==> config.mk <==
export PLATFORM = sky130hd
export DESIGN_NAME = updi_block_writer_flat
export DESIGN_NICKNAME = d
export VERILOG_FILES = /design/src/rtl/updi_pkg.sv /design/src/rtl/updi_block_writer_if.sv /design/src/rtl/updi_ack_timer.sv /design/src/rtl/updi_block_writer.sv /design/src/flat_wrapper.sv
export SDC_FILE = /design/constraint.sdc
export NUM_CORES = 1
export LEC_CHECK = 0
export BUFFER_PORTS_ARGS = -buffer_cell sky130_fd_sc_hd__buf_2
export CAP_MARGIN = 30
export CELL_PAD_IN_SITES_DETAIL_PLACEMENT = 0
export CELL_PAD_IN_SITES_GLOBAL_PLACEMENT = 1
export CORE_MARGIN = 1.5
export CORE_UTILIZATION = 25
export CTS_CLUSTER_DIAMETER = 60
export DETAILED_ROUTE_END_ITERATION = 12
export PLACE_DENSITY = 0.65
export REMOVE_ABC_BUFFERS = 1
export SYNTH_ARGS = -nofsm -noshare
export SYNTH_HDL_FRONTEND = slang
export SYNTH_SLANG_ARGS = --single-unit
==> constraint.sdc <==
create_clock -name clk -period 3.6 [get_ports clk]
set_clock_uncertainty 0.1 [all_clocks]
set_input_delay 0.36 -clock clk [delete_from_list [all_inputs] [get_ports clk]]
set_output_delay 0.36 -clock clk [all_outputs]
set_load 0.02 [all_outputs]
==> src/rtl/updi_pkg.sv <==
// Shared UPDI constants and the block-writer state encoding.
// Used by the block writer and any other UPDI command block.
package updi_pkg;

    localparam logic [7:0] UPDI_SYNCH       = 8'h55;
    localparam logic [7:0] UPDI_ST_PTR_W    = 8'h69;
    localparam logic [7:0] UPDI_REPEAT_B    = 8'hA0;
    localparam logic [7:0] UPDI_ST_PTRINC_B = 8'h64;
    localparam logic [7:0] UPDI_ACK         = 8'h40;

    localparam logic [7:0] BLOCK_TYPE_DATA = 8'h00;
    localparam logic [7:0] BLOCK_TYPE_EOF  = 8'h01;

    typedef enum logic [2:0] {
        ST_IDLE,
        ST_PTR,
        ST_PTR_ACK,
        ST_RPT,
        ST_ST,
        ST_DATA,
        ST_DATA_ACK,
        ST_FINISH
    } updi_block_writer_state;

endpackage

==> src/rtl/updi_block_writer_if.sv <==
// Byte-wide link between the block writer and the UPDI UART PHY.
// TX: a byte moves on a rising clk edge where tx_valid && tx_ready; once tx_valid
// rises, tx_data is held unchanged until that transfer. RX: rx_valid is a one-cycle strobe.
interface updi_block_writer_if;

    logic [7:0] tx_data;
    logic       tx_valid;
    logic       tx_ready;
    logic [7:0] rx_data;
    logic       rx_valid;

    modport master (
        output tx_data,
        output tx_valid,
        input  tx_ready,
        input  rx_data,
        input  rx_valid
    );

    modport slave (
        input  tx_data,
        input  tx_valid,
        output tx_ready,
        output rx_data,
        output rx_valid
    );

endinterface

==> src/rtl/updi_ack_timer.sv <==
// Response-wait timer: counts from the cycle clear drops and flags timeout
// while the count sits at ACK_TIMEOUT-1.
module updi_ack_timer #(
    parameter int ACK_TIMEOUT = 4096
) (
    input  logic clk,
    input  logic rst,
    input  logic clear,
    input  logic tick,
    output logic timeout
);

    localparam int CW = (ACK_TIMEOUT > 1) ? $clog2(ACK_TIMEOUT) : 1;
    localparam logic [CW-1:0] LAST = CW'(ACK_TIMEOUT - 1);

    logic [CW-1:0] count;

    always_ff @(posedge clk) begin
        if (rst || clear) begin
            count <= '0;
        end else if (tick && !timeout) begin
            count <= count + CW'(1);
        end
    end

    assign timeout = (count == LAST);

endmodule

==> src/rtl/updi_block_writer.sv <==
// Writes one decoded program block to target memory as a UPDI
// ST_PTR / REPEAT / ST_PTR_INC sequence, checking the target ACKs.
module updi_block_writer
    import updi_pkg::*;
#(
    parameter int DATA_BLOCK_MAX_SIZE  = 64,
    parameter int DATA_BLOCK_ADDR_BITS = $clog2(DATA_BLOCK_MAX_SIZE),
    parameter int ACK_TIMEOUT          = 4096
) (
    input  logic                                 clk,
    input  logic                                 rst,
    input  logic                                 start,
    output logic                                 ready,
    output logic                                 done,
    output logic                                 error,
    input  logic [7:0]                           block_length,
    input  logic [15:0]                          block_address,
    input  logic [7:0]                           block_type,
    input  logic [DATA_BLOCK_MAX_SIZE-1:0][7:0]  block_data,
    updi_block_writer_if.master                  link,
    output updi_block_writer_state               state_dbg
);

    updi_block_writer_state state, state_n;
    logic [1:0]  step, step_n;
    logic [7:0]  idx, idx_n, idx_inc;
    logic [7:0]  len, len_n, len_m1;
    logic [15:0] addr, addr_n;
    logic        tx_valid_q, tx_valid_n;
    logic [7:0]  tx_data_q, tx_data_n;
    logic        error_n, done_n;
    logic        fire, ack_ok, timeout, timer_clear;

    assign fire        = tx_valid_q && link.tx_ready;
    assign ack_ok      = link.rx_valid && (link.rx_data == UPDI_ACK);
    assign idx_inc     = idx + 8'd1;
    assign len_m1      = (len != 8'd0) ? len - 8'd1 : 8'd0;
    assign timer_clear = !((state == ST_PTR_ACK) || (state == ST_DATA_ACK));

    updi_ack_timer #(.ACK_TIMEOUT(ACK_TIMEOUT)) u_ack_timer (
        .clk     (clk),
        .rst     (rst),
        .clear   (timer_clear),
        .tick    (1'b1),
        .timeout (timeout)
    );

    always_ff @(posedge clk) begin
        if (rst) begin
            state      <= ST_IDLE;
            step       <= 2'd0;
            idx        <= 8'd0;
            len        <= 8'd0;
            addr       <= 16'd0;
            tx_valid_q <= 1'b0;
            tx_data_q  <= 8'h00;
            error      <= 1'b0;
            done       <= 1'b0;
            ready      <= 1'b0;
        end else begin
            state      <= state_n;
            step       <= step_n;
            idx        <= idx_n;
            len        <= len_n;
            addr       <= addr_n;
            tx_valid_q <= tx_valid_n;
            tx_data_q  <= tx_data_n;
            error      <= error_n;
            done       <= done_n;
            ready      <= (state_n == ST_IDLE);
        end
    end

    always_comb begin
        state_n    = state;
        step_n     = step;
        idx_n      = idx;
        len_n      = len;
        addr_n     = addr;
        tx_valid_n = tx_valid_q;
        tx_data_n  = tx_data_q;
        error_n    = error;
        done_n     = 1'b0;
        case (state)
            ST_IDLE: begin
                if (start) begin
                    len_n   = block_length;
                    addr_n  = block_address;
                    idx_n   = 8'd0;
                    step_n  = 2'd0;
                    error_n = 1'b0;
                    if (block_type == BLOCK_TYPE_EOF) begin
                        state_n = ST_FINISH;
                    end else if (block_type != BLOCK_TYPE_DATA) begin
                        state_n = ST_FINISH;
                        error_n = 1'b1;
                    end else if (block_length == 8'd0) begin
                        state_n = ST_FINISH;
                    end else begin
                        state_n    = ST_PTR;
                        tx_valid_n = 1'b1;
                        tx_data_n  = UPDI_SYNCH;
                    end
                end
            end
            // In the multi-byte states the byte for step 0 is loaded on entry;
            // each transfer loads the byte for the following step.
            ST_PTR: begin
                if (fire) begin
                    step_n = step + 2'd1;
                    case (step)
                        2'd0:    tx_data_n = UPDI_ST_PTR_W;
                        2'd1:    tx_data_n = addr[7:0];
                        2'd2:    tx_data_n = addr[15:8];
                        default: begin
                            state_n    = ST_PTR_ACK;
                            tx_valid_n = 1'b0;
                            step_n     = 2'd0;
                        end
                    endcase
                end
            end
            ST_RPT: begin
                if (fire) begin
                    step_n = step + 2'd1;
                    case (step)
                        2'd0:    tx_data_n = UPDI_REPEAT_B;
                        2'd1:    tx_data_n = len_m1;
                        default: begin
                            state_n   = ST_ST;
                            tx_data_n = UPDI_SYNCH;
                            step_n    = 2'd0;
                        end
                    endcase
                end
            end
            ST_ST: begin
                if (fire) begin
                    step_n = step + 2'd1;
                    if (step == 2'd0) begin
                        tx_data_n = UPDI_ST_PTRINC_B;
                    end else begin
                        state_n   = ST_DATA;
                        tx_data_n = block_data[idx[DATA_BLOCK_ADDR_BITS-1:0]];
                        step_n    = 2'd0;
                    end
                end
            end
            ST_DATA: begin
                if (fire) begin
                    state_n    = ST_DATA_ACK;
                    tx_valid_n = 1'b0;
                end
            end
            ST_PTR_ACK, ST_DATA_ACK: begin
                // A response arriving on the timeout cycle still counts as a response.
                if (link.rx_valid && !ack_ok) begin
                    state_n = ST_FINISH;
                    error_n = 1'b1;
                end else if (ack_ok && state == ST_PTR_ACK) begin
                    state_n    = ST_RPT;
                    tx_valid_n = 1'b1;
                    tx_data_n  = UPDI_SYNCH;
                end else if (ack_ok) begin
                    idx_n = idx_inc;
                    if (idx_inc == len) begin
                        state_n = ST_FINISH;
                    end else begin
                        state_n    = ST_DATA;
                        tx_valid_n = 1'b1;
                        tx_data_n  = block_data[idx_inc[DATA_BLOCK_ADDR_BITS-1:0]];
                    end
                end else if (timeout) begin
                    state_n = ST_FINISH;
                    error_n = 1'b1;
                end
            end
            ST_FINISH: begin
                state_n = ST_IDLE;
                done_n  = 1'b1;
            end
            default: state_n = ST_IDLE;
        endcase
    end

    assign link.tx_valid = tx_valid_q;
    assign link.tx_data  = tx_data_q;
    assign state_dbg     = state;

endmodule

==> src/flat_wrapper.sv <==
// flat-port wrapper written by rule: the top's interface ports become plain ports
module updi_block_writer_flat import updi_pkg::*;
#(
    parameter int DATA_BLOCK_MAX_SIZE  = 64,
    parameter int DATA_BLOCK_ADDR_BITS = $clog2(DATA_BLOCK_MAX_SIZE),
    parameter int ACK_TIMEOUT          = 4096
)
  (clk, rst, start, ready, done, error, block_length, block_address, block_type, block_data, state_dbg, link_tx_data, link_tx_valid, link_tx_ready, link_rx_data, link_rx_valid);
  updi_block_writer_if link_i ();
  input  logic clk;
  input  logic rst;
  input  logic start;
  output logic ready;
  output logic done;
  output logic error;
  input  logic [7:0] block_length;
  input  logic [15:0] block_address;
  input  logic [7:0] block_type;
  input  logic [DATA_BLOCK_MAX_SIZE-1:0][7:0] block_data;
  output updi_block_writer_state state_dbg;
  output wire logic [$bits(link_i.tx_data)-1:0] link_tx_data;
  output wire logic [$bits(link_i.tx_valid)-1:0] link_tx_valid;
  input wire logic [$bits(link_i.tx_ready)-1:0] link_tx_ready;
  input wire logic [$bits(link_i.rx_data)-1:0] link_rx_data;
  input wire logic [$bits(link_i.rx_valid)-1:0] link_rx_valid;
  assign link_tx_data = link_i.tx_data;
  assign link_tx_valid = link_i.tx_valid;
  assign link_i.tx_ready = link_tx_ready;
  assign link_i.rx_data = link_rx_data;
  assign link_i.rx_valid = link_rx_valid;
  updi_block_writer #(.DATA_BLOCK_MAX_SIZE(DATA_BLOCK_MAX_SIZE), .DATA_BLOCK_ADDR_BITS(DATA_BLOCK_ADDR_BITS), .ACK_TIMEOUT(ACK_TIMEOUT)) u_core (.clk(clk), .rst(rst), .start(start), .ready(ready), .done(done), .error(error), .block_length(block_length), .block_address(block_address), .block_type(block_type), .block_data(block_data), .link(link_i), .state_dbg(state_dbg));
endmodule
After elaboration in Yosys (flattened, before gate mapping)
Index checks and enable logic that the tools add are counted.

storage, ports and cells
  bits in registers = 61
  latch bits = 0
  RAM bits = 0
  bits in read-only memories = 0
  input port bits = 557
  output and inout bits = 15
  logic and storage cells = 146
  memories kept = 0

cells by class
  $add $sub $neg = 4
  multiply operators = 0
  div/mod/pow operators = 0
  magnitude comparators = 2
  equal/unequal tests = 31
  shift-type cells = 0
  multiplexer cells = 71
  bitwise logic cells = 0
  reduce and logical (&&, ||, !) cells = 27

operators by type and width
  operator                                             count
  2-to-1 mux 8 bit                                     19
  binary-select mux 8 bit (select 6 bit)               2
  2-to-1 mux 3 bit                                     15
  case mux 8 bit (5 select lines)                      1
  case mux 8 bit (2 select lines)                      2
  case mux 8 bit (3 select lines)                      1
  case mux 3 bit (7 select lines)                      1
  2-to-1 mux 1 bit                                     19
  2-to-1 mux 2 bit                                     8
  nonzero test 8 bit                                   2
  AND reduction 5 bit                                  3
  < comparator 6 x 7 -> 1 bit, second input constant   2
  != test 2 bit, second input constant                 7
  adder 12 x 1 -> 12 bit, second input constant        1
  equality test 12 bit, second input constant          1
  equality test 3 bit, second input constant           4
  AND reduction 12 bit                                 1
  AND reduction 11 bit                                 1
  != test 2 x 1 -> 1 bit, second input constant        5
  adder 8 x 1 -> 8 bit, second input constant          1
  equality test 8 x 1 -> 1 bit, second input constant  1
  equality test 8 x 7 -> 1 bit, second input constant  1
  equality test 8 bit                                  1
  zero test 8 bit                                      1
  24 further kinds                                     35

Longest topological paths before layout
Gate-level depths: netlist (run 1).

  depth after elaboration = 8
  depth in mapped cells = 12
  mapped depth without buffers = 9

Cells and area by module
Synthesis (run 1) repeated with hierarchy kept, for this count alone.

unflattened totals
  cells, all modules = 1197
  area, all modules = 12090.3 um^2

modules (own cells, without submodules)
  module             times used  cells each  area each (um^2)  sequential area each (um^2)
  updi_block_writer  1           1124        11472.3           980.9
  updi_ack_timer     1           73          618.1             240.2

Worst setup path before layout (run 1)
Ideal clock, no wire load.

  path type = register to register
  start = reg u_core.idx[1]
  end = reg u_core.tx_data_q[4], in the netlist u_core.link.tx_data[4]
  library setup time = 129 ps
  data arrival time = 2529 ps
  required time = 3371 ps
  setup slack = 842 ps
  stages on the path, launching flop included = 11
  buffers on the path = 3
  clock period less this slack = 2758 ps
  cell sequence = dfxtp_1 > ha_1 > buf_2 > buf_1 > buf_1 > mux4_2 > mux2i_1 > mux2i_1 > mux2_2 > o31ai_1 > a31oi_1

on the way
  longest elaborated chain between the ends = 8
  elaborated cells between the ends (all ways) = 15
  those cells by class = add/sub: 1; eq/ne: 2; mux: 11; reduce/logical: 1

RTL lines
  item                                    line                      RTL
  from (decl)                             updi_block_writer.sv:26   logic [7:0] idx, idx_n, idx_inc;
  from (signal assigned)                  updi_block_writer.sv:63   idx <= idx_n;
  adder 8 x 1 -> 8 bit                    updi_block_writer.sv:36   assign idx_inc = idx + 8'd1;
  binary-select mux 8 bit (select 6 bit)  updi_block_writer.sv:171  tx_data_n = block_data[idx_inc[DATA_BLOCK_ADDR_BITS-1:0]];
  2-to-1 mux 8 bit (implied by the code)  updi_block_writer.sv:171
  2-to-1 mux 8 bit                        updi_block_writer.sv:166  if (idx_inc == len) begin
  2-to-1 mux 8 bit                        updi_block_writer.sv:164  end else if (ack_ok) begin
  2-to-1 mux 8 bit                        updi_block_writer.sv:160  end else if (ack_ok && state == ST_PTR_ACK) begin
  2-to-1 mux 8 bit                        updi_block_writer.sv:157  if (link.rx_valid && !ack_ok) begin
  case mux 8 bit (5 select lines)         updi_block_writer.sv:84   case (state)
  to (signal assigned)                    updi_block_writer.sv:67   tx_data_q <= tx_data_n;
  to (decl)                               updi_block_writer.sv:30   logic [7:0] tx_data_q, tx_data_n;

Several ways; a longest one is shown, not always the timed one. The select of a mux whose other input is x is not followed.
A chain may end at the register's enable or synchronous reset.

Final worst setup path (run 1)
  start = reg u_core.len[3]
  end = reg u_core.tx_data_q[7], in the netlist u_core.link.tx_data[7]

on the way
  longest elaborated chain between the ends = 5
  elaborated cells between the ends (all ways) = 9
  those cells by class = add/sub: 1; eq/ne: 2; mux: 4; reduce/logical: 2

RTL lines
  item                                                             line                      RTL
  from (decl)                                                      updi_block_writer.sv:27   logic [7:0] len, len_n, len_m1;
  from (signal assigned)                                           updi_block_writer.sv:64   len <= len_n;
  subtractor 8 x 1 -> 8 bit or nonzero test 8 bit (tied branches)  updi_block_writer.sv:37   assign len_m1 = (len != 8'd0) ? len - 8'd1 : 8'd0;
  2-to-1 mux 8 bit                                                 updi_block_writer.sv:37
  case mux 8 bit (2 select lines)                                  updi_block_writer.sv:126  case (step)
  2-to-1 mux 8 bit                                                 updi_block_writer.sv:124  if (fire) begin
  case mux 8 bit (5 select lines)                                  updi_block_writer.sv:84

Several ways; a longest one is shown, not always the timed one. The select of a mux whose other input is x is not followed.

==> tab_implementation.tex, run 1 <==
\begin{tabular}{lr}
\hline
Metric & Value \\
\hline
\multicolumn{2}{l}{\textbf{Routing}} \\
\quad Drt initial violations & 888 \\
\quad First-pass DRT Iterations & 5 \\
\quad Vias after detailed routing & 12994 \\
\quad Routed length per placed instance & 25.6 um \\
\quad Detailed-route vias per instance & 5.67 \\
\quad Drc violations & 0 \\
\quad Routed Antenna Nets & 0 \\
\quad DRT Wirelength & 58.6 mm \\
\multicolumn{2}{l}{\textbf{Finish}} \\
\quad Sequential cell area & 1230 um2 \\
\quad Layout filler cell count & 4868 \\
\quad Non-filler cells in the finished layout & 2290 \\
\quad Final instance area & 15900 um2 \\
\quad Area used by multi-input combinational logic & 10200 um2 \\
\quad Proportion of layout cells with a drive suffix above 1 & 54.9\% \\
\quad \# nets final & 2229 \\
\quad Synth-to-Final Area Change & 33.1\% \\
\multicolumn{2}{l}{\textbf{Timing}} \\
\quad Relative max-transition margin & 45.5\% \\
\quad Count of endpoints failing hold in the final timing report & 0 \\
\quad Final setup violation count & 0 \\
\quad Hold slack final & 0.160 ns \\
\quad Minimum period implied by the final worst setup slack & 3.18 ns \\
\quad Unrepaired setup endpoints after global routing & no \\
\quad Share of the clock period used by the worst path after layout & 88.3\% \\
\quad Timing-limited maximum frequency & 314 MHz \\
\quad Pins Over Slew Limit & 0 \\
\quad Worst-margin pin slew & 0.816 ns \\
\multicolumn{2}{l}{\textbf{Synth}} \\
\quad Post-synth design cell area & 12000 um2 \\
\quad Number of storage elements in the synthesis netlist & 61 \\
\quad Fraction of synthesis flops using an asynchronous set or reset pin & 0\% \\
\quad Most used flip-flop cell after synthesis & sky130\_fd\_sc\_hd\_\_dfxtp\_1 \\
\quad Post-synth EDFFs & 0 \\
\quad Sequential cell area fraction in the yosys report & 10.2\% \\
\quad Mean post-synth cell area & 10.4 um2 \\
\quad Post-Synthesis Cells & 1154 \\
\quad Library cells used by synthesis & 68 \\
\quad Warnings, synthesis & 0 \\
\multicolumn{2}{l}{\textbf{Die}} \\
\quad Effective utilization at floorplan & 25.5\% \\
\quad Die X & 222 um \\
\quad Area of the die & 49200 um2 \\
\quad Core Rows & 79 \\
\quad Die boundary height & 222 um \\
\quad Number of ports placed on the die boundary & 572 \\
\quad Area of the core & 46900 um2 \\
\multicolumn{2}{l}{\textbf{Critical path}} \\
\quad Startpoint Class & flop \\
\quad Cell repeated most along the worst path & sky130\_fd\_sc\_hd\_\_or4\_1 \\
\quad Crit Path Category & reg2reg \\
\quad Critical path, cell by cell & or4\_1 -> o311ai\_2 -> o221ai\_1 -> or4\_1 -> a21oi\_1 -> o2bb2ai\_1 \\
\quad Critical path data arrival time & 3.31 ns \\
\quad Crit-path max cell delay & 0.74 ns \\
\quad Sort of element at the end of the critical path & flop \\
\quad Crit path max fanout & 8 \\
\quad Number of cell instances on the worst register-to-register path & 6 \\
\quad CP Data Required Time & 3.73 ns \\
\quad Slowest cell on crit path & sky130\_fd\_sc\_hd\_\_o311ai\_2 \\
\multicolumn{2}{l}{\textbf{Power and ir drop}} \\
\quad Internal power consumption & 2.34 mW \\
\quad Lkg Pwr & 5.92 nW \\
\quad P per Cell Area & 257 nW/um2 \\
\quad Combinational fraction of design power & 54.1\% \\
\quad Switching power as a share of total power & 42.6\% \\
\quad Part of the power in registers & 23.2\% \\
\quad Worst-case vdd ir drop & 0.000221 V \\
\quad Reported net switching power & 1.74 mW \\
\quad Portion of total power attributed to the clock network & 22.7\% \\
\multicolumn{2}{l}{\textbf{Placement}} \\
\quad Placed Cells incl. Taps & 2258 \\
\quad Detail Placement HPWL & 48.4 mm \\
\quad Final estimated routing congestion in global placement & 0.938 \\
\quad \# port buffers & 571 \\
\quad Area after detailed placement & 15500 um2 \\
\multicolumn{2}{l}{\textbf{Hold path}} \\
\quad Hold-critical path depth & 3 \\
\quad Hold crit path type & in2reg \\
\multicolumn{2}{l}{\textbf{Run status}} \\
\quad Result of the run & completed \\
\multicolumn{2}{l}{\textbf{Clock tree}} \\
\quad Count of instances resized after the clock tree is built & 0 \\
\quad Clock Tree Buf Depth & 2 \\
\quad Clock root buffer & sky130\_fd\_sc\_hd\_\_clkbuf\_16 \\
\quad CTS sink cnt & 61 \\
\quad Hold buffer count at CTS & 0 \\
\quad H-tree depth reported by CTS & 3 \\
\quad Setup repair bufs after CTS & 0 \\
\quad Number of buffers added by the clock tree synthesis step & 9 \\
\quad Clock network latency to the later pin of the worst-skew pair & 0.34 ns \\
\quad CTS clk-pin slew, worst paths & 0.06 ns \\
\quad Clock tree from TritonCTS & yes \\
\multicolumn{2}{l}{\textbf{Global route}} \\
\quad Overall Global Routing Usage & 23.1\% \\
\quad Number of global-route vias before repair & 13227 \\
\quad Pin count of the biggest net entering global routing & 89 \\
\quad Initial antenna violation count & 22 \\
\quad Global-route wire length before repair & 86.1 mm \\
\quad GRT Residual Overflow & 0 \\
\multicolumn{2}{l}{\textbf{Flow run}} \\
\quad Max capacitance violation total & 0 \\
\hline
\end{tabular}
==> layout by cell type, fill, tap and decap left out, types with 11 or more instances in the layout <==
master / instances
sky130_fd_sc_hd__buf_2: 571
sky130_fd_sc_hd__mux4_2: 257
sky130_fd_sc_hd__nand2_1: 192
sky130_fd_sc_hd__a21oi_1: 65
sky130_fd_sc_hd__mux2i_1: 64
sky130_fd_sc_hd__dfxtp_1: 56
sky130_fd_sc_hd__nor2_1: 51
sky130_fd_sc_hd__nand3_1: 51
sky130_fd_sc_hd__buf_4: 36
sky130_fd_sc_hd__a22oi_1: 23
sky130_fd_sc_hd__nor3_1: 21
sky130_fd_sc_hd__o21ai_0: 20
sky130_fd_sc_hd__diode_2: 16
sky130_fd_sc_hd__a31oi_1: 15
sky130_fd_sc_hd__inv_1: 14
sky130_fd_sc_hd__and3_1: 14
sky130_fd_sc_hd__a211oi_1: 11
sky130_fd_sc_hd__xnor2_1: 11
sky130_fd_sc_hd__clkbuf_16: 11
==> area by class of cell <==
type,instances,share of cell area (%)
repair buffers,616,20.8
well taps,607,4.77
flip-flops and latches,61,7.74
multi-input cells,959,64.0
clock inverters,3,0.142
clock buffers,13,1.90
inverters,15,0.354
diodes,16,0.252
==> cell usage after synthesis (all sizes together), types with 15 or more instances <==
library cell  count  area, um2
mux4            257       5790
nand2           192        721
buf              74        414
a21oi            65        325
mux2i            64        641
dfxtp            61       1220
nor2             53        204
nand3            52        265
clkbuf           45        169
o21ai            24        120
a22oi            23        173
nor3             21        105
xnor2            16        163
a31oi            15       93.8
==> worst max-delay path, delay by kind of cell, from the launching register on <==
kind	cells	cell delay [ns]
AO/OA/AOI/OAI	4	1.41
flip-flops	1	0.39
AND/OR/NAND/NOR	2	1.16
==> power groups by stage <==
stage	Clock, mW	Combinational (mW)	Sequential, mW
3_3_place_gp	0	2.16	0.956
6_report	0.927	2.21	0.946
4_1_cts	0.954	2.20	0.942
5_1_grt	0.976	2.39	0.966
2_1_floorplan	0	1.10	0.996
3_5_place_dp	0	2.19	0.955
==> metal layers <==
layer,GRT usage (%),share of wire [%]
met5,0,0.12
met3,4.02,5.8
met1,30.1,42
met4,6.05,2.4
met2,39.5,50
==> kinds of logic after synthesis <==
group,Yosys count,share of synthesized area [%]
simple gates,397,15.3
mux,324,54.0
compound gates,198,11.2
buf+inv,134,5.35
flops,61,10.2
xor+xnor,30,2.81
fa+ha+maj,10,1.05
==> sequential cells by signal, indices dropped and copies added, names as in the netlist <==
register / flops
u_core.link.tx_data: 8
u_core.link.tx_valid: 1
u_core.step: 2
u_core.ready: 1
u_core.addr: 16
u_core.idx: 8
u_core.len: 8
u_core.error: 1
u_core.u_ack_timer.count: 12
u_core.done: 1
u_core.state_dbg: 3
==> through the flow <==
step	power, mW	TNS (ns)	worst slack (ns)	utilization [%]
final	4.08	0	0.420	34.0
after global routing	4.33	0	0.231	34.0
after CTS	4.10	0	0.322	33.9
after detailed placement	3.15	0	0.432	33.2
after global placement	3.12	0	0.359	33.1
after floorplan	2.10	-155.52	-9.69	-
==> path summary, 6_finish.rpt <==
| check | slack (ns) | start | end |
|---|---|---|---|
| max | 0.42 | u_core.len[3] | u_core.link.tx_data[7] |
| min reg2reg | 0.36 | u_core.addr[3] | u_core.addr[3] |
| max reg2reg | 0.42 | u_core.len[3] | u_core.link.tx_data[7] |
| min | 0.16 | block_address[7] | u_core.addr[7] |
(Power assumes the default switching activity.)
==> inputs of run 2 (changes only) <==
--- a/config.mk
+++ b/config.mk
@@ -5,7 +5,6 @@
 export SDC_FILE = /design/constraint.sdc
 export NUM_CORES = 1
 export LEC_CHECK = 0
-export BUFFER_PORTS_ARGS = -buffer_cell sky130_fd_sc_hd__buf_2
 export CAP_MARGIN = 30
 export CELL_PAD_IN_SITES_DETAIL_PLACEMENT = 0
 export CELL_PAD_IN_SITES_GLOBAL_PLACEMENT = 1
@@ -13,7 +12,8 @@
 export CORE_UTILIZATION = 25
 export CTS_CLUSTER_DIAMETER = 60
 export DETAILED_ROUTE_END_ITERATION = 12
-export PLACE_DENSITY = 0.65
+export DONT_BUFFER_PORTS = 1
+export PLACE_DENSITY = 0.51
 export REMOVE_ABC_BUFFERS = 1
 export SYNTH_ARGS = -nofsm -noshare
 export SYNTH_HDL_FRONTEND = slang
==> tab_implementation.tex, run 2 (same netlist as run 1, synthesis figures left out) <==
\begin{tabular}{lr}
\hline
Metric & Value \\
\hline
\multicolumn{2}{l}{\textbf{Run status}} \\
\quad Result of the run & completed \\
\multicolumn{2}{l}{\textbf{Routing}} \\
\quad Routed Antenna Nets & 0 (unchanged) \\
\quad DRT Wirelength & 57.1 mm (-2.5\%) \\
\quad Routed length per placed instance & 33.2 um (+30\%) \\
\quad First-pass DRT Iterations & 5 (unchanged) \\
\quad Drc violations & 0 (unchanged) \\
\quad Detailed-route vias per instance & 6.24 (+10\%) \\
\quad Drt initial violations & 782 (-12\%) \\
\quad Vias after detailed routing & 10743 (-17\%) \\
\multicolumn{2}{l}{\textbf{Die}} \\
\quad Effective utilization at floorplan & 25.5\% (unchanged) \\
\quad Area of the die & 49200 um2 (unchanged) \\
\quad Die boundary height & 222 um (unchanged) \\
\quad Number of ports placed on the die boundary & 572 (unchanged) \\
\quad Die X & 222 um (unchanged) \\
\quad Core Rows & 79 (unchanged) \\
\quad Area of the core & 46900 um2 (unchanged) \\
\multicolumn{2}{l}{\textbf{Global route}} \\
\quad GRT Residual Overflow & 0 (unchanged) \\
\quad Overall Global Routing Usage & 22.6\% (-0.50 points) \\
\quad Pin count of the biggest net entering global routing & 81 (-9.0\%) \\
\quad Global-route wire length before repair & 81.8 mm (-5.0\%) \\
\quad Number of global-route vias before repair & 11187 (-15\%) \\
\quad Initial antenna violation count & 6 (-73\%) \\
\multicolumn{2}{l}{\textbf{Critical path}} \\
\quad Crit path from & u\_core.idx[1] \\
\quad Number of cell instances on the worst register-to-register path & 8 (+2) \\
\quad Worst R2R Setup Slack & 0.55 ns (+0.13 ns) \\
\quad Sort of element at the end of the critical path & flop \\
\quad Worst reg2reg path startpoint & u\_core.idx[1] \\
\quad Crit path max fanout & 80 (+72) \\
\quad Setup crit end & u\_core.link.tx\_data[1] \\
\quad Critical path data arrival time & 3.18 ns (-0.13 ns) \\
\quad CP Data Required Time & 3.73 ns (about the same) \\
\quad Startpoint Class & flop \\
\quad Reg-to-reg critical path endpoint & u\_core.link.tx\_data[1] \\
\quad Crit Path Category & reg2reg \\
\multicolumn{2}{l}{\textbf{Clock tree}} \\
\quad Number of buffers added by the clock tree synthesis step & 9 (unchanged) \\
\quad Clock network latency to the later pin of the worst-skew pair & 0.34 ns (about the same) \\
\quad Clock Tree Buf Depth & 2 (unchanged) \\
\quad Count of instances resized after the clock tree is built & 0 (unchanged) \\
\quad CTS clk-pin slew, worst paths & 0.06 ns (about the same) \\
\quad Setup repair bufs after CTS & 0 (unchanged) \\
\quad Clock root buffer & sky130\_fd\_sc\_hd\_\_clkbuf\_16 \\
\quad Clock tree from TritonCTS & yes \\
\quad H-tree depth reported by CTS & 3 (unchanged) \\
\quad CTS sink cnt & 61 (unchanged) \\
\multicolumn{2}{l}{\textbf{Finish}} \\
\quad Layout filler cell count & 4962 (+1.9\%) \\
\quad Number of flip-flops under the largest register name & 16 (unchanged) \\
\quad Most common library cell in the layout ignoring fill and taps & sky130\_fd\_sc\_hd\_\_mux4\_2 \\
\quad Final instance area & 13100 um2 (-17\%) \\
\quad Most frequent cells in the layout & sky130\_fd\_sc\_hd\_\_mux4\_2, sky130\_fd\_sc\_hd\_\_nand2\_1, sky130\_fd\_sc\_hd\_\_a21oi\_1 \\
\quad Top Registers & u\_core.addr (16), u\_core.u\_ack\_timer.count (12) \\
\quad \# nets final & 1668 (-25\%) \\
\quad Largest register by flop count & u\_core.addr \\
\quad Proportion of layout cells with a drive suffix above 1 & 32.0\% (-23 points) \\
\quad Synth-to-Final Area Change & 9.85\% \\
\quad Non-filler cells in the finished layout & 1721 (-25\%) \\
\multicolumn{2}{l}{\textbf{Power and ir drop}} \\
\quad Worst-case vdd ir drop & 0.000227 V (+3.0\%) \\
\quad P per Cell Area & 281 nW/um2 (+9.5\%) \\
\quad Lkg Pwr & 3.72 nW (-37\%) \\
\multicolumn{2}{l}{\textbf{Placement}} \\
\quad Area after detailed placement & 12800 um2 (-18\%) \\
\quad Placed Cells incl. Taps & 1696 (-25\%) \\
\quad \# port buffers & 0 (-100\%) \\
\quad Detail Placement HPWL & 46.9 mm (-3.0\%) \\
\quad Final estimated routing congestion in global placement & 0.928 (-1.0\%) \\
\multicolumn{2}{l}{\textbf{Timing}} \\
\quad Count of endpoints failing hold in the final timing report & 0 (unchanged) \\
\quad Worst-margin pin slew & 0.877 ns (+0.0613 ns) \\
\quad Unrepaired setup endpoints after global routing & no \\
\quad Pins Over Slew Limit & 0 (unchanged) \\
\quad Timing-limited maximum frequency & 328 MHz (+4.3\%) \\
\quad Minimum period implied by the final worst setup slack & 3.05 ns (-0.131 ns) \\
\quad Share of the clock period used by the worst path after layout & 84.7\% (-3.6 points) \\
\quad Accumulated negative setup slack & 0 ns (unchanged) \\
\quad Final setup violation count & 0 (unchanged) \\
\quad Relative max-transition margin & 41.4\% (-4.2 points) \\
\multicolumn{2}{l}{\textbf{Hold path}} \\
\quad Hold-critical path depth & 1 (-2) \\
\quad Hold crit path type & in2reg \\
\multicolumn{2}{l}{\textbf{Flow run}} \\
\quad Max capacitance violation total & 0 (unchanged) \\
\hline
\end{tabular}
==> run 2: cell types whose count changed in the layout (fill, tap and decap cells not counted), sizes merged, moves of 2 or more <==
cell	delta
clkbuf	-4
diode	-8
bufinv	+2
clkinv	+2
buf	-561
==> run 2: repair_timing <==
action | in CTS | in global routing
hold buffers | 1 | 0
endpoints found under the setup margin | 0 | 0
endpoints found under the hold margin | 37 | 0
==> run 2: final cells by class <==
type                       count  area (um2)  share of cell area [%]
antenna                        8        20.0                   0.152
clock buffer                   9         225                    1.71
clock inverter                 7        97.6                   0.743
inverter                      15        56.3                   0.429
multi-input combinational    959       10200                    77.5
sequential                    61        1230                    9.40
tap                          607         759                    5.78
timing repair buffer          55         558                    4.25
==> run 2: power by group <==
| part | leakage, nW | switching [mW] | total, mW | internal, mW |
|---|---|---|---|---|
| sequential | 0.500 | 0.228 | 1.02 | 0.794 |
| combinational | 3.06 | 0.992 | 1.70 | 0.709 |
| clock | 0.152 | 0.357 | 0.966 | 0.609 |
| total | 3.72 | 1.58 | 3.69 | 2.11 |
==> run 2: critical path, cell delays in order, from the launching register on <==
cell and delay [ns]:
sky130_fd_sc_hd__dfxtp_4 0.40, sky130_fd_sc_hd__buf_12 0.43, sky130_fd_sc_hd__mux4_2 0.58, sky130_fd_sc_hd__mux4_2 0.48, sky130_fd_sc_hd__mux2i_1 0.20, sky130_fd_sc_hd__nor2_1 0.07, sky130_fd_sc_hd__nor4_1 0.20, sky130_fd_sc_hd__o41a_1 0.24
sky130_fd_sc_hd__o2bb2ai_1 0.07
==> run 2: worst min-delay path by stage <==
stage,from,end,slack [ns]
2_1_floorplan,rst,u_core.addr[0],0.33
3_5_place_dp,rst,u_core.addr[4],0.34
5_1_grt,rst,u_core.ready,0.002
3_3_place_gp,rst,u_core.addr[4],0.33
4_1_cts,rst,u_core.done,0.007
6_report,rst,u_core.done,0.02
==> run 2: through the flow <==
stage	setup slack (ns)	power (mW)	utilization, %	hold WS (ns)
finish	0.551	3.69	28.0	0.0220
global route	0.312	3.91	28.0	0.00247
CTS	0.539	3.71	28.0	0.00747
detailed placement	0.541	2.72	27.3	0.336
global placement	0.572	2.71	27.2	0.335
floorplan	-9.69	2.10	-	0.329
==> run 2: metal layers <==
metal	vias to the layer above	wire (um)	GRT usage, %
met4	0	1140	4.93
met2	463	28600	38.8
met1	5601	23300	29.2
met3	52	4120	4.78
met5	-	0	0
li1	4627	-	-
==> inputs of run 3 (changes only) <==
==> constraint.sdc (replaced) <==
create_clock -name clk -period 3 [get_ports clk]
set_clock_uncertainty 0.1 [all_clocks]
set_input_delay 0.3 -clock clk [delete_from_list [all_inputs] [get_ports clk]]
set_output_delay 0.3 -clock clk [all_outputs]
set_load 0.02 [all_outputs]
==> tab_implementation.tex, run 3 (same netlist as run 1, synthesis figures left out) <==
\begin{tabular}{lr}
\hline
Metric & Value \\
\hline
\multicolumn{2}{l}{\textbf{Clock tree}} \\
\quad Clock Tree Buf Depth & 2 (unchanged) \\
\quad Clock tree from TritonCTS & yes \\
\quad Setup repair bufs after CTS & 0 (unchanged) \\
\quad Number of buffers added by the clock tree synthesis step & 9 (unchanged) \\
\quad CTS sink cnt & 61 (unchanged) \\
\quad CTS clk-pin slew, worst paths & 0.06 ns (about the same) \\
\quad Clock root buffer & sky130\_fd\_sc\_hd\_\_clkbuf\_16 \\
\quad H-tree depth reported by CTS & 3 (unchanged) \\
\quad Clock network latency to the later pin of the worst-skew pair & 0.35 ns (about the same) \\
\multicolumn{2}{l}{\textbf{Hold path}} \\
\quad Endpoint of the worst hold path & u\_core.len[7] \\
\quad Hold-critical path depth & 2 (+1) \\
\quad Startpoint of the worst hold path & block\_length[7] \\
\quad Hold crit path type & in2reg \\
\multicolumn{2}{l}{\textbf{Power and ir drop}} \\
\quad Internal power consumption & 2.61 mW (+23\%) \\
\quad P per Cell Area & 334 nW/um2 (+19\%) \\
\quad Switching power as a share of total power & 42.5\% (-0.27 points) \\
\quad Lkg Pwr & 3.92 nW (+5.4\%) \\
\quad Portion of total power attributed to the clock network & 25.2\% (-1.0 points) \\
\quad Worst-case vdd ir drop & 0.000299 V (+32\%) \\
\quad Part of the power in registers & 26.4\% (-1.3 points) \\
\quad Combinational fraction of design power & 48.4\% (+2.3 points) \\
\quad Reported net switching power & 1.93 mW (+22\%) \\
\multicolumn{2}{l}{\textbf{Placement}} \\
\quad \# port buffers & 0 (unchanged) \\
\quad Placed Cells incl. Taps & 1719 (+1.4\%) \\
\quad Worst slack after detailed placement & 0.119 ns (-0.422 ns) \\
\quad Detail Placement HPWL & 47.6 mm (+1.5\%) \\
\quad Final estimated routing congestion in global placement & 0.937 (+1.0\%) \\
\multicolumn{2}{l}{\textbf{Critical path}} \\
\quad Critical path, cell by cell & buf\_12 -> buf\_4 -> mux4\_2 -> mux4\_2 -> mux2i\_1 -> nor2\_1 -> nor4\_1 -> o41a\_1 -> o2bb2ai\_1 \\
\quad Crit Path Category & reg2reg \\
\quad Worst reg2reg path startpoint & u\_core.idx[1] \\
\quad Sort of element at the end of the critical path & flop \\
\quad Cell repeated most along the worst path & sky130\_fd\_sc\_hd\_\_mux4\_2 \\
\quad Crit-path max cell delay & 0.58 ns (about the same) \\
\quad CP top delay family & multiplexers \\
\quad Reg-to-reg critical path endpoint & u\_core.link.tx\_data[1] \\
\quad Number of cell instances on the worst register-to-register path & 9 (+1) \\
\quad Crit path max fanout & 14 (-83\%) \\
\quad CP Data Required Time & 3.14 ns (-0.59 ns) \\
\quad Slowest cell on crit path & sky130\_fd\_sc\_hd\_\_mux4\_2 \\
\quad Worst R2R Setup Slack & 0.15 ns (-0.40 ns) \\
\quad Startpoint Class & flop \\
\quad Critical path data arrival time & 2.99 ns (-0.19 ns) \\
\quad Count of buffering cells on the critical path with inverters included & 2 (+1) \\
\multicolumn{2}{l}{\textbf{Die}} \\
\quad Area of the core & 46900 um2 (unchanged) \\
\quad Core Rows & 79 (unchanged) \\
\quad Effective utilization at floorplan & 25.5\% (unchanged) \\
\quad Die X & 222 um (unchanged) \\
\quad Number of ports placed on the die boundary & 572 (unchanged) \\
\quad Die boundary height & 222 um (unchanged) \\
\quad Area of the die & 49200 um2 (unchanged) \\
\multicolumn{2}{l}{\textbf{Finish}} \\
\quad Most frequent cells in the layout & sky130\_fd\_sc\_hd\_\_mux4\_2, sky130\_fd\_sc\_hd\_\_nand2\_1, sky130\_fd\_sc\_hd\_\_a21oi\_1 \\
\quad Synth-to-Final Area Change & 13.5\% \\
\quad Non-filler cells in the finished layout & 1763 (+2.4\%) \\
\quad Most common library cell in the layout ignoring fill and taps & sky130\_fd\_sc\_hd\_\_mux4\_2 \\
\quad Largest register by flop count & u\_core.addr \\
\quad Number of flip-flops under the largest register name & 16 (unchanged) \\
\quad Layout filler cell count & 4956 (-0.12\%) \\
\quad Sequential cell area & 1230 um2 (unchanged) \\
\quad \# nets final & 1704 (+2.2\%) \\
\quad Top Registers & u\_core.addr (16), u\_core.u\_ack\_timer.count (12) \\
\quad Proportion of layout cells with a drive suffix above 1 & 33.1\% (+1.1 points) \\
\quad Area used by multi-input combinational logic & 10200 um2 (+0.14\%) \\
\multicolumn{2}{l}{\textbf{Timing}} \\
\quad Smallest setup slack after layout & 0.153 ns (-0.398 ns) \\
\quad Unrepaired setup endpoints after global routing & no \\
\quad Share of the clock period used by the worst path after layout & 94.9\% (+10 points) \\
\quad Minimum period implied by the final worst setup slack & 2.85 ns (-0.202 ns) \\
\quad Timing-limited maximum frequency & 351 MHz (+7.1\%) \\
\quad Relative max-transition margin & 52.4\% (+11 points) \\
\quad Worst-margin pin slew & 0.704 ns (-0.173 ns) \\
\quad Count of endpoints failing hold in the final timing report & 0 (unchanged) \\
\quad Pins Over Slew Limit & 0 (unchanged) \\
\quad Final setup violation count & 0 (unchanged) \\
\multicolumn{2}{l}{\textbf{Routing}} \\
\quad Detailed-route vias per instance & 6.21 (-0.51\%) \\
\quad Drc violations & 0 (unchanged) \\
\quad Drt initial violations & 969 (+24\%) \\
\quad Routed Antenna Nets & 0 (unchanged) \\
\quad First-pass DRT Iterations & 5 (unchanged) \\
\quad Routed length per placed instance & 32.7 um (-1.5\%) \\
\quad DRT Wirelength & 57.6 mm (+0.91\%) \\
\quad Vias after detailed routing & 10949 (+1.9\%) \\
\multicolumn{2}{l}{\textbf{Run status}} \\
\quad Result of the run & completed \\
\multicolumn{2}{l}{\textbf{Global route}} \\
\quad GRT Residual Overflow & 0 (unchanged) \\
\quad Pin count of the biggest net entering global routing & 50 (-38\%) \\
\quad Number of global-route vias before repair & 11302 (+1.0\%) \\
\quad Overall Global Routing Usage & 22.7\% (+0.12 points) \\
\quad Initial antenna violation count & 10 (+4) \\
\quad Global-route wire length before repair & 81.9 mm (+0.11\%) \\
\multicolumn{2}{l}{\textbf{Flow run}} \\
\quad Max capacitance violation total & 0 (unchanged) \\
\hline
\end{tabular}
run 3: changes by cell type in the layout (fill, tap and decap cells not counted), sizes merged:
cell | previous run | this run
clkinvlp | 2 | 1
inv | 15 | 14
clkinv | 3 | 4
dlygate4sd3 | 0 | 13
buf | 55 | 78
diode | 8 | 14
clkbuf | 9 | 11
bufinv | 2 | 1
run 3: what timing repair did:
action	4_1_cts	5_1_grt
hold buffers	14	0
setup endpoints to repair	0	5
gates resized for setup	0	2
hold endpoints to repair	39	0
run 3: area by class of cell:
cell class / count / share of cell area [%]
flip-flops and latches: 61 / 9.10
repair buffers: 91 / 7.12
clock inverters: 5 / 0.415
diodes: 14 / 0.258
clock buffers: 11 / 1.95
inverters: 15 / 0.415
multi-input cells: 959 / 75.1
well taps: 607 / 5.60
run 3: how the worst max path moves through the flow:
stage | start | endpoint | depth (start not counted)
global route | u_core.idx[1] | u_core.link.tx_data[1] | 9
global placement | u_core.idx[1] | u_core.link.tx_data[1] | 9
detailed placement | u_core.idx[1] | u_core.link.tx_data[4] | 9
CTS | u_core.idx[1] | u_core.link.tx_data[4] | 9
finish | u_core.idx[1] | u_core.link.tx_data[1] | 9
floorplan | u_core.idx[0] | u_core.link.tx_data[2] | 8
run 3: through the flow:
stage | utilization [%] | hold WS (ns) | TNS [ns] | instance area, um2 | power [mW]
after floorplan | - | 0.269 | -166.92 | 11400 | 2.52
after detailed placement | 27.9 | 0.276 | 0 | 13100 | 3.36
after global placement | 27.9 | 0.275 | 0 | 13100 | 3.37
final | 29.0 | 0.0151 | 0 | 13600 | 4.53
after global routing | 29.0 | 0.00948 | 0 | 13600 | 4.81
after CTS | 28.9 | 0.00486 | 0 | 13500 | 4.56
run 3: power groups by stage:
stage | sequential [mW] | clock, mW | combinational [mW]
3_5_place_dp | 1.21 | 0 | 2.15
4_1_cts | 1.19 | 1.18 | 2.19
5_1_grt | 1.22 | 1.21 | 2.38
3_3_place_gp | 1.21 | 0 | 2.16
6_report | 1.20 | 1.14 | 2.19
2_1_floorplan | 1.20 | 0 | 1.32
run 3: per-layer routing:
layer  vias up  track usage [%]  routed length [um]
met5         -                0                  27
met4         4             6.32                1210
met3        55             5.23                4080
met2       501             39.0               29200
met1      5692             28.6               23100
li1       4697                -                   -
